`src/rtl/sm_color_uart_reporter.sv`:
```
// ============================================================================
//  Module   : sm_color_uart_reporter
//  Purpose  : Reports confirmed colour detections as 6-byte "SM-x-#" 8N1
//             UART frames, with a one-deep newest-wins pending request.
//  Revision : 1.0 - initial release
// ============================================================================
`default_nettype none

module sm_color_uart_reporter #(
    parameter int CLKS_PER_BIT = 434
) (
    input  logic       clk_50M,
    input  logic       rst_n,
    input  logic       red_led,
    input  logic       green_led,
    input  logic       blue_led,
    output logic       tx,
    output logic       busy,
    output logic [1:0] last_color,
    output logic [7:0] msg_count
);

    localparam logic [15:0] C_BIT_LAST  = 16'(CLKS_PER_BIT - 1);
    localparam logic [2:0]  C_BYTE_LAST = 3'd5;

    typedef enum logic [1:0] {
        S_IDLE  = 2'd0,
        S_START = 2'd1,
        S_DATA  = 2'd2,
        S_STOP  = 2'd3
    } state_t;

    state_t      r_state;
    state_t      w_state_n;
    logic [15:0] r_bit_cnt;
    logic [15:0] w_bit_cnt_n;
    logic [2:0]  r_bit_idx;
    logic [2:0]  w_bit_idx_n;
    logic [2:0]  r_byte_idx;
    logic [2:0]  w_byte_idx_n;
    logic [1:0]  r_frame_color;
    logic [1:0]  w_frame_color_n;
    logic [7:0]  r_msg_count;
    logic [7:0]  w_msg_count_n;
    logic        r_tx;
    logic        w_tx_n;
    logic [7:0]  w_byte_n;

    logic [1:0]  r_last_color;
    logic        r_pending;
    logic [1:0]  r_pend_color;
    logic [1:0]  w_code;
    logic        w_invalid;
    logic        w_event;
    logic        w_frame_start;
    logic        w_bit_done;

    function automatic logic [7:0] frame_byte(input logic [2:0] idx,
                                              input logic [1:0] color);
        logic [7:0] b;
        b = 8'h23;
        case (idx)
            3'd0:    b = 8'h53;
            3'd1:    b = 8'h4D;
            3'd2:    b = 8'h2D;
            3'd3: begin
                case (color)
                    2'd1:    b = 8'h52;
                    2'd2:    b = 8'h47;
                    2'd3:    b = 8'h42;
                    default: b = 8'h3F;
                endcase
            end
            3'd4:    b = 8'h2D;
            default: b = 8'h23;
        endcase
        return b;
    endfunction

    always_comb begin
        w_code    = 2'd0;
        w_invalid = 1'b0;
        case ({red_led, green_led, blue_led})
            3'b000:  w_code = 2'd0;
            3'b100:  w_code = 2'd1;
            3'b010:  w_code = 2'd2;
            3'b001:  w_code = 2'd3;
            default: w_invalid = 1'b1;
        endcase
    end

    assign w_event       = !w_invalid && (w_code != 2'd0) && (w_code != r_last_color);
    assign w_frame_start = (r_state == S_IDLE) && r_pending;
    assign w_bit_done    = (r_bit_cnt == C_BIT_LAST);

    // A valid decode always becomes last_color: a repeat leaves it unchanged,
    // "none" clears it so the same colour can be reported again later.
    always_ff @(posedge clk_50M or negedge rst_n) begin
        if (!rst_n) begin
            r_last_color <= 2'd0;
            r_pending    <= 1'b0;
            r_pend_color <= 2'd0;
        end else begin
            if (!w_invalid) begin
                r_last_color <= w_code;
            end
            if (w_event) begin
                r_pending    <= 1'b1;
                r_pend_color <= w_code;
            end else if (w_frame_start) begin
                r_pending    <= 1'b0;
            end
        end
    end

    always_ff @(posedge clk_50M or negedge rst_n) begin
        if (!rst_n) begin
            r_state       <= S_IDLE;
            r_bit_cnt     <= 16'd0;
            r_bit_idx     <= 3'd0;
            r_byte_idx    <= 3'd0;
            r_frame_color <= 2'd0;
            r_msg_count   <= 8'd0;
            r_tx          <= 1'b1;
        end else begin
            r_state       <= w_state_n;
            r_bit_cnt     <= w_bit_cnt_n;
            r_bit_idx     <= w_bit_idx_n;
            r_byte_idx    <= w_byte_idx_n;
            r_frame_color <= w_frame_color_n;
            r_msg_count   <= w_msg_count_n;
            r_tx          <= w_tx_n;
        end
    end

    always_comb begin
        w_state_n       = r_state;
        w_bit_cnt_n     = r_bit_cnt;
        w_bit_idx_n     = r_bit_idx;
        w_byte_idx_n    = r_byte_idx;
        w_frame_color_n = r_frame_color;
        w_msg_count_n   = r_msg_count;
        w_tx_n          = 1'b1;
        w_byte_n        = 8'hFF;

        case (r_state)
            S_IDLE: begin
                if (r_pending) begin
                    w_state_n       = S_START;
                    w_bit_cnt_n     = 16'd0;
                    w_bit_idx_n     = 3'd0;
                    w_byte_idx_n    = 3'd0;
                    w_frame_color_n = r_pend_color;
                end
            end
            S_START: begin
                if (w_bit_done) begin
                    w_state_n   = S_DATA;
                    w_bit_cnt_n = 16'd0;
                    w_bit_idx_n = 3'd0;
                end else begin
                    w_bit_cnt_n = r_bit_cnt + 16'd1;
                end
            end
            S_DATA: begin
                if (w_bit_done) begin
                    w_bit_cnt_n = 16'd0;
                    if (r_bit_idx == 3'd7) begin
                        w_state_n = S_STOP;
                    end else begin
                        w_bit_idx_n = r_bit_idx + 3'd1;
                    end
                end else begin
                    w_bit_cnt_n = r_bit_cnt + 16'd1;
                end
            end
            S_STOP: begin
                if (w_bit_done) begin
                    w_bit_cnt_n = 16'd0;
                    if (r_byte_idx < C_BYTE_LAST) begin
                        w_state_n    = S_START;
                        w_byte_idx_n = r_byte_idx + 3'd1;
                    end else begin
                        w_state_n     = S_IDLE;
                        w_msg_count_n = r_msg_count + 8'd1;
                    end
                end else begin
                    w_bit_cnt_n = r_bit_cnt + 16'd1;
                end
            end
            default: begin
                w_state_n = S_IDLE;
            end
        endcase

        // tx is registered from the next state so the line is glitch-free
        w_byte_n = frame_byte(w_byte_idx_n, w_frame_color_n);
        case (w_state_n)
            S_START: w_tx_n = 1'b0;
            S_DATA:  w_tx_n = w_byte_n[w_bit_idx_n];
            default: w_tx_n = 1'b1;
        endcase
    end

    assign tx         = r_tx;
    assign busy       = (r_state != S_IDLE);
    assign last_color = r_last_color;
    assign msg_count  = r_msg_count;

endmodule

`default_nettype wire

```
`config.mk`:
```
export PLATFORM = sky130hd
export DESIGN_NAME = sm_color_uart_reporter
export DESIGN_NICKNAME = d
export VERILOG_FILES = /design/src/rtl/sm_color_uart_reporter.sv
export SDC_FILE = /design/constraint.sdc
export NUM_CORES = 1
export LEC_CHECK = 0
export ABC_CLOCK_PERIOD_IN_PS = 2900
export BUFFER_PORTS_ARGS = -buffer_cell sky130_fd_sc_hd__buf_2
export CAP_MARGIN = 20
export CORE_ASPECT_RATIO = 0.6
export CORE_UTILIZATION = 50
export DETAILED_ROUTE_END_ITERATION = 10
export PLACE_DENSITY = 0.68
export SYNTH_ARGS = -nofsm -noshare
export SYNTH_HDL_FRONTEND = slang
export SYNTH_SLANG_ARGS = --single-unit
export TNS_END_PERCENT = 20
```
`constraint.sdc`:
```
create_clock -name clk_50M -period 2.9 [get_ports clk_50M]
set_input_delay 0.435 -clock clk_50M [delete_from_list [all_inputs] [get_ports clk_50M]]
set_output_delay 0.435 -clock clk_50M [all_outputs]
set_load 0.05 [all_outputs]
```
# Yosys cells after proc, flatten, opt, wreduce, memory -nomap -nowiden

Cells that the tools add are included.

$add $sub $neg: 4
Order comparisons: 2
Eq/ne operators: 19
Muxes and demuxes: 29
Bitwise operators: 1
Reductions and logical operators: 13

Operators with widths:

| kind                  | count |
|---|---|
| $mux 16               | 2 |
| $pmux 16 s2           | 1 |
| $pmux 7 s4            | 1 |
| $mux 3                | 7 |
| $pmux 7 s3            | 1 |
| $add 16x1->16 const B | 1 |
| $eq 16x9->1 const B   | 1 |
| $mux 2                | 7 |
| $eq 2x2->1 const B    | 5 |
| $eq 3x2->1 const B    | 3 |
| $eq 3x3->1 const B    | 3 |
| $pmux 3 s3            | 1 |
| $add 8x1->8 const B   | 1 |
| $pmux 2 s4            | 1 |
| $add 3x1->3 const B   | 2 |
| $eq 2x1->1 const B    | 3 |
| $eq 3x1->1 const B    | 2 |
| $logic_not 3->1       | 2 |
| $pmux 2 s3            | 1 |
| $pmux 3 s2            | 1 |
| $reduce_bool 2->1     | 3 |
| $lt 3x4->1 const B    | 1 |
| $mux 1                | 4 |
| $reduce_or 4->1       | 1 |
| 11 further kinds      | 13 |

Register bits after elaboration: 40
Bits of input ports: 5
Output and inout bits: 12
Logic and storage cells: 78

# Depth between registers and ports, before layout

Depth after elaboration: 10
Gate-level depth with buffers: 12
Mapped depth without buffers: 11

# Worst setup path before layout

No wires, ideal clock.

Path type: register to register
Start: reg r_state[0]
End: reg r_tx (netlist: tx)
Library setup time: 81 ps
Arrival time: 2305 ps
Data required time: 2819 ps
Setup slack: 514 ps
Cell stages (with the launch flop): 13
Buffers on the path: 1
Clock period less this slack: 2386 ps
Path through: dfrtp_1 > inv_1 > ha_1 > nor2b_1 > buf_2 > or3_1 > o311a_1 > nor2_4 > inv_4 > and2_4 > a211oi_2 > a311oi_1 > a32oi_1

Cells in the longest elaborated chain, start to end: 8
Elaborated cells on any way between the ends: 29
Those cells by class: 12 x eq/ne; 14 x mux; 3 x reduce/logical

RTL lines:

| what                                          | line | text |
|---|---|---|
| from (decl)                                   | 33   | `state_t r_state;` |
| from (signal assigned)                        | 126  | `r_state <= w_state_n;` |
| $eq 2x2->1 or $logic_not 2->1 (tied branches) | 146  | `case (r_state)` |
| $pmux 3 s2 (*)                                | 146  |  |
| net w_byte_idx_n[0]                           | 40   | `logic [2:0] w_byte_idx_n;` |
| $eq 3x3->1 or $eq 3x2->1 (tied branches)      | 62   | `case (idx)` |
| $reduce_or 2->1 (no source line)              | n/a  |  |
| $pmux 7 s4 (*)                                | 62   |  |
| $bmux 1 s3 (*)                                | 200  | `S_DATA: w_tx_n = w_byte_n[w_bit_idx_n];` |
| $mux 1 (not written as such) (*)              | 200  |  |
| $pmux 1 s2 (*)                                | 198  | `case (w_state_n)` |
| net w_tx_n                                    | 46   | `logic w_tx_n;` |
| to (signal assigned)                          | 132  | `r_tx <= w_tx_n;` |
| to (decl)                                     | 45   | `logic r_tx;` |

The timed path passes the listed nets; every way through them passes the cells marked *. The select of a mux whose other input is x is not followed.
A chain may end at the register's enable or synchronous reset.

# Final worst setup path

Start: reg r_bit_cnt[1]
End: reg r_tx (netlist: tx)

Cells in the longest elaborated chain, start to end: 9
Elaborated cells on any way between the ends: 22
Those cells by class: 7 x eq/ne; 13 x mux; 2 x reduce/logical

RTL lines:

| what                                     | line | text |
|---|---|---|
| from (decl)                              | 35   | `logic [15:0] r_bit_cnt;` |
| from (signal assigned)                   | 127  | `r_bit_cnt <= w_bit_cnt_n;` |
| $eq 16x9->1 (*)                          | 94   | `assign w_bit_done = (r_bit_cnt == C_BIT_LAST);` |
| $mux 3 (*)                               | 178  | `if (w_bit_done) begin` |
| $pmux 3 s2 (*)                           | 146  |  |
| net w_byte_idx_n[2]                      | 40   |  |
| $eq 3x3->1 or $eq 3x2->1 (tied branches) | 62   |  |
| $reduce_or 2->1 (no source line)         | n/a  |  |
| $pmux 7 s4 (*)                           | 62   |  |
| $bmux 1 s3 (*)                           | 200  |  |
| $mux 1 (not written as such) (*)         | 200  |  |
| $pmux 1 s2 (*)                           | 198  |  |
| net w_tx_n                               | 46   |  |

Marked as above.

==> flow_metrics.py <==
metrics = {
    "synthesis": {
        "syn_area_um2": 2430,
        "yosys_register_bits": 40,
        "synthArstFlopShare_pct": 100,
        "syn_inst": 263,
        "synthesis.nets": 278,
        "ys_seq_area_share_pct": 41.2,
        "synth_ff_type": "dfrtp_1",
        "synth_warnings": 0,
        "synth_enable_flop_cells": 0,
        "synth.avg_cell_area_um2": 9.26,
        "yosysUniqueCellTypes": 60,
    },
    "routing": {
        "wire_per_inst_um": 15.1,
        "drcViolationCount": 0,
        "dr_total_vias": 2006,
        "routed_wl_um": 5200,
        "drtPass1Iterations": 7,
        "drt_iter0_drc": 200,
        "via_per_inst": 5.83,
        "ant_nets": 0,
    },
    "setup_path": {
        "cp-startpoint": "r_bit_cnt[1]$_DFFE_PN0P_",
        "cp_max_fo": 9,
        "r2r.worst_path.cells": 11,
        "r2r_end": "tx$_DFF_PN1_",
        "worst-r2r-setup-slack_ps": 320,
        "critPathArrivalTime_ps": 2790,
        "cp-end-kind": "flip-flop",
        "timing.rr.start": "r_bit_cnt[1]$_DFFE_PN0P_",
        "critical_path_class": "flip-flop to flip-flop",
        "worst_ep_required_time_ps": 3120,
        "start_kind": "flip-flop",
        "cp-endpoint": "tx$_DFF_PN1_",
    },
    "hold_path": {
        "holdCritPathClass": "primary input to asynchronous set/reset pin",
    },
    "cts": {
        "cts_setup_buffers": 0,
        "cts_resized": 0,
        "clkSlewWorstSetupHoldPaths_ps": 80,
        "cts_sinks": 40,
        "ctsHoldBuffers": 0,
        "clk_latency_ps": 300,
        "cts_buffers": 5,
        "clock_tree.htree_level_count": 2,
        "cts_tree": "yes",
        "max-clock-path-buffers": 2,
        "cts-root-buf": "clkbuf_8",
    },
    "global_route": {
        "antenna_found_initial": 0,
        "gr-total-overflow": 0,
        "grt_max_degree": 41,
        "grt_pass1_wl_um": 8920,
        "first_global_vias": 1755,
        "grt_usage_pct": 22.6,
    },
    "timing": {
        "worstMarginPinSlew_ps": 894,
        "rsz0062_at_grt": "false",
        "layout_min_cycle_time_ps": 2580,
        "setup_violations": 0,
        "slew_headroom_pct": 40.4,
        "setup-tns-final_ps": 0,
        "hold_viol": 0,
        "fmax_mhz": 388,
        "fin_crit_sh_pct": 88.8,
        "slew_viol_final": 0,
        "clock_skew_ps": 10.4,
        "hold_slack_ps": 259,
    },
    "die": {
        "initial_core_util_pct": 52.5,
        "fp.dieW_um": 92.1,
        "core_um2": 4640,
        "ios": 17,
        "die_h_um": 56.1,
        "num_rows": 19,
        "die_area_um2": 5160,
    },
    "power": {
        "p_per_area_nw_per_um2": 671,
        "p_leak_nw": 1.19,
        "ir_drop_v": 0.000481,
        "total_power_w": 0.00178,
    },
    "layout": {
        "n_antenna_cell": 0,
        "areaGrowthSynthToFinish_pct": 8.99,
        "drive_gt1_share_pct": 17.1,
        "fin_util_pct": 57.2,
        "final_area_um2": 2650,
        "nFillCells": 438,
        "final_nets": 295,
        "multi_input_area_um2": 1310,
        "regArea_um2": 1000,
    },
    "job": {
        "drv_cap": 0,
    },
    "placed_design": {
        "dpl.hpwl_um": 3860,
        "placed_cell_area_um2": 2570,
        "numPortBuffers": 16,
        "place_congestion": 0.885,
    },
    "outcome": {
        "status": "completed",
    },
}
-- kinds of logic after synthesis --
kind of cell / count (synthesis) / share of synthesized area, %
flip-flops: 40 / 41.2
multiplexers: 6 / 2.62
buffers and inverters: 26 / 4.88
AO/OA/AOI/OAI: 64 / 18.3
adder cells (fa/ha/maj): 10 / 5.14
AND/OR/NAND/NOR: 103 / 22.9
XOR/XNOR: 14 / 5.04
-- sequential cells by signal (all words and copies together), names as in the netlist --
name	flops
r_byte_idx	3
r_bit_cnt	16
r_pend_color	2
r_state	2
r_pending	1
tx	1
last_color	2
r_bit_idx	3
r_frame_color	2
msg_count	8
-- metrics by stage --
| step | cells | setup slack [ps] |
|---|---|---|
| final | 344 | 324 |
| after global routing | 344 | 170 |
| after global placement | 336 | 456 |
| after detailed placement | 336 | 375 |
| after floorplan | 263 | 514 |
| after CTS | 344 | 357 |
-- placed cells by master (no fill, tap or decap), drive strengths merged, types with 4 or more instances in the layout --
master and instances:
and4bb 4, buf 20, nand4 6, o21ai 22, nand2 29, dfrtp 39
xor2 6, nor2 21, nor3 9, a21oi 15, ha 10, nand3 13
xnor2 8, inv 15, clkbuf 6, and3 4, o31ai 5
-- critical path: stages, from the launching register on --
cell and delay, ps:
dfrtp_1 410, inv_1 60, ha_1 160, and4bb_2 220
and4_1 370, a31oi_1 140, a211o_1 330, clkinv_2 130
nor3_2 70, a211oi_2 260, a311oi_1 120, a32oi_1 220
-- cell type report --
type / instances / share of cell area [%]
multi-input cells: 197 / 49.5
flip-flops and latches: 40 / 37.8
repair buffers: 20 / 4.15
well taps: 63 / 2.97
clock buffers: 6 / 2.73
inverters: 16 / 2.40
clock inverters: 2 / 0.471
-- cell usage after synthesis, drive strengths merged, types with 5 or more instances --
master / number / area (um2)
inv: 15 / 58.8
clkbuf: 6 / 26.3
nor3: 9 / 50.1
o21ai: 22 / 110
a21oi: 15 / 75.1
xnor2: 8 / 70.1
o31ai: 5 / 51.3
xor2: 6 / 52.6
dfrtp: 39 / 976
nand2: 29 / 109
ha: 10 / 125
nand3: 13 / 65.1
nand4: 6 / 37.5
nor2: 21 / 86.3
-- how the worst min path moves through the flow --
stage	start	cells after the start	end	slack, ps
after detailed placement	msg_count[7]$_DFFE_PN0P_	1	msg_count[7]$_DFFE_PN0P_	460
after floorplan	rst_n	0	last_color[0]$_DFFE_PN0P_	140
after global placement	msg_count[7]$_DFFE_PN0P_	1	msg_count[7]$_DFFE_PN0P_	460
final	rst_n	1	msg_count[4]$_DFFE_PN0P_	260
after global routing	rst_n	1	r_bit_cnt[11]$_DFFE_PN0P_	320
after CTS	rst_n	1	msg_count[4]$_DFFE_PN0P_	290
-- per-layer routing --
| metal | wire length (um) | GRT usage (%) | vias up |
|---|---|---|---|
| met2 | 1970 | 27.7 | 82 |
| li1 | - | - | 982 |
| met3 | 444 | 6.69 | 6 |
| met5 | 0 | 0 | - |
| met1 | 2750 | 36.7 | 936 |
| met4 | 37 | 6.92 | 0 |
-- power by group --
part | internal, W | total [W] | switching, W
Sequential | 0.000632 | 0.000698 | 0.0000660
Combinational | 0.000226 | 0.000721 | 0.000496
Clock | 0.000168 | 0.000360 | 0.000192
Total | 0.00103 | 0.00178 | 0.000754
No activity file was read; power rests on OpenSTA's default activity.
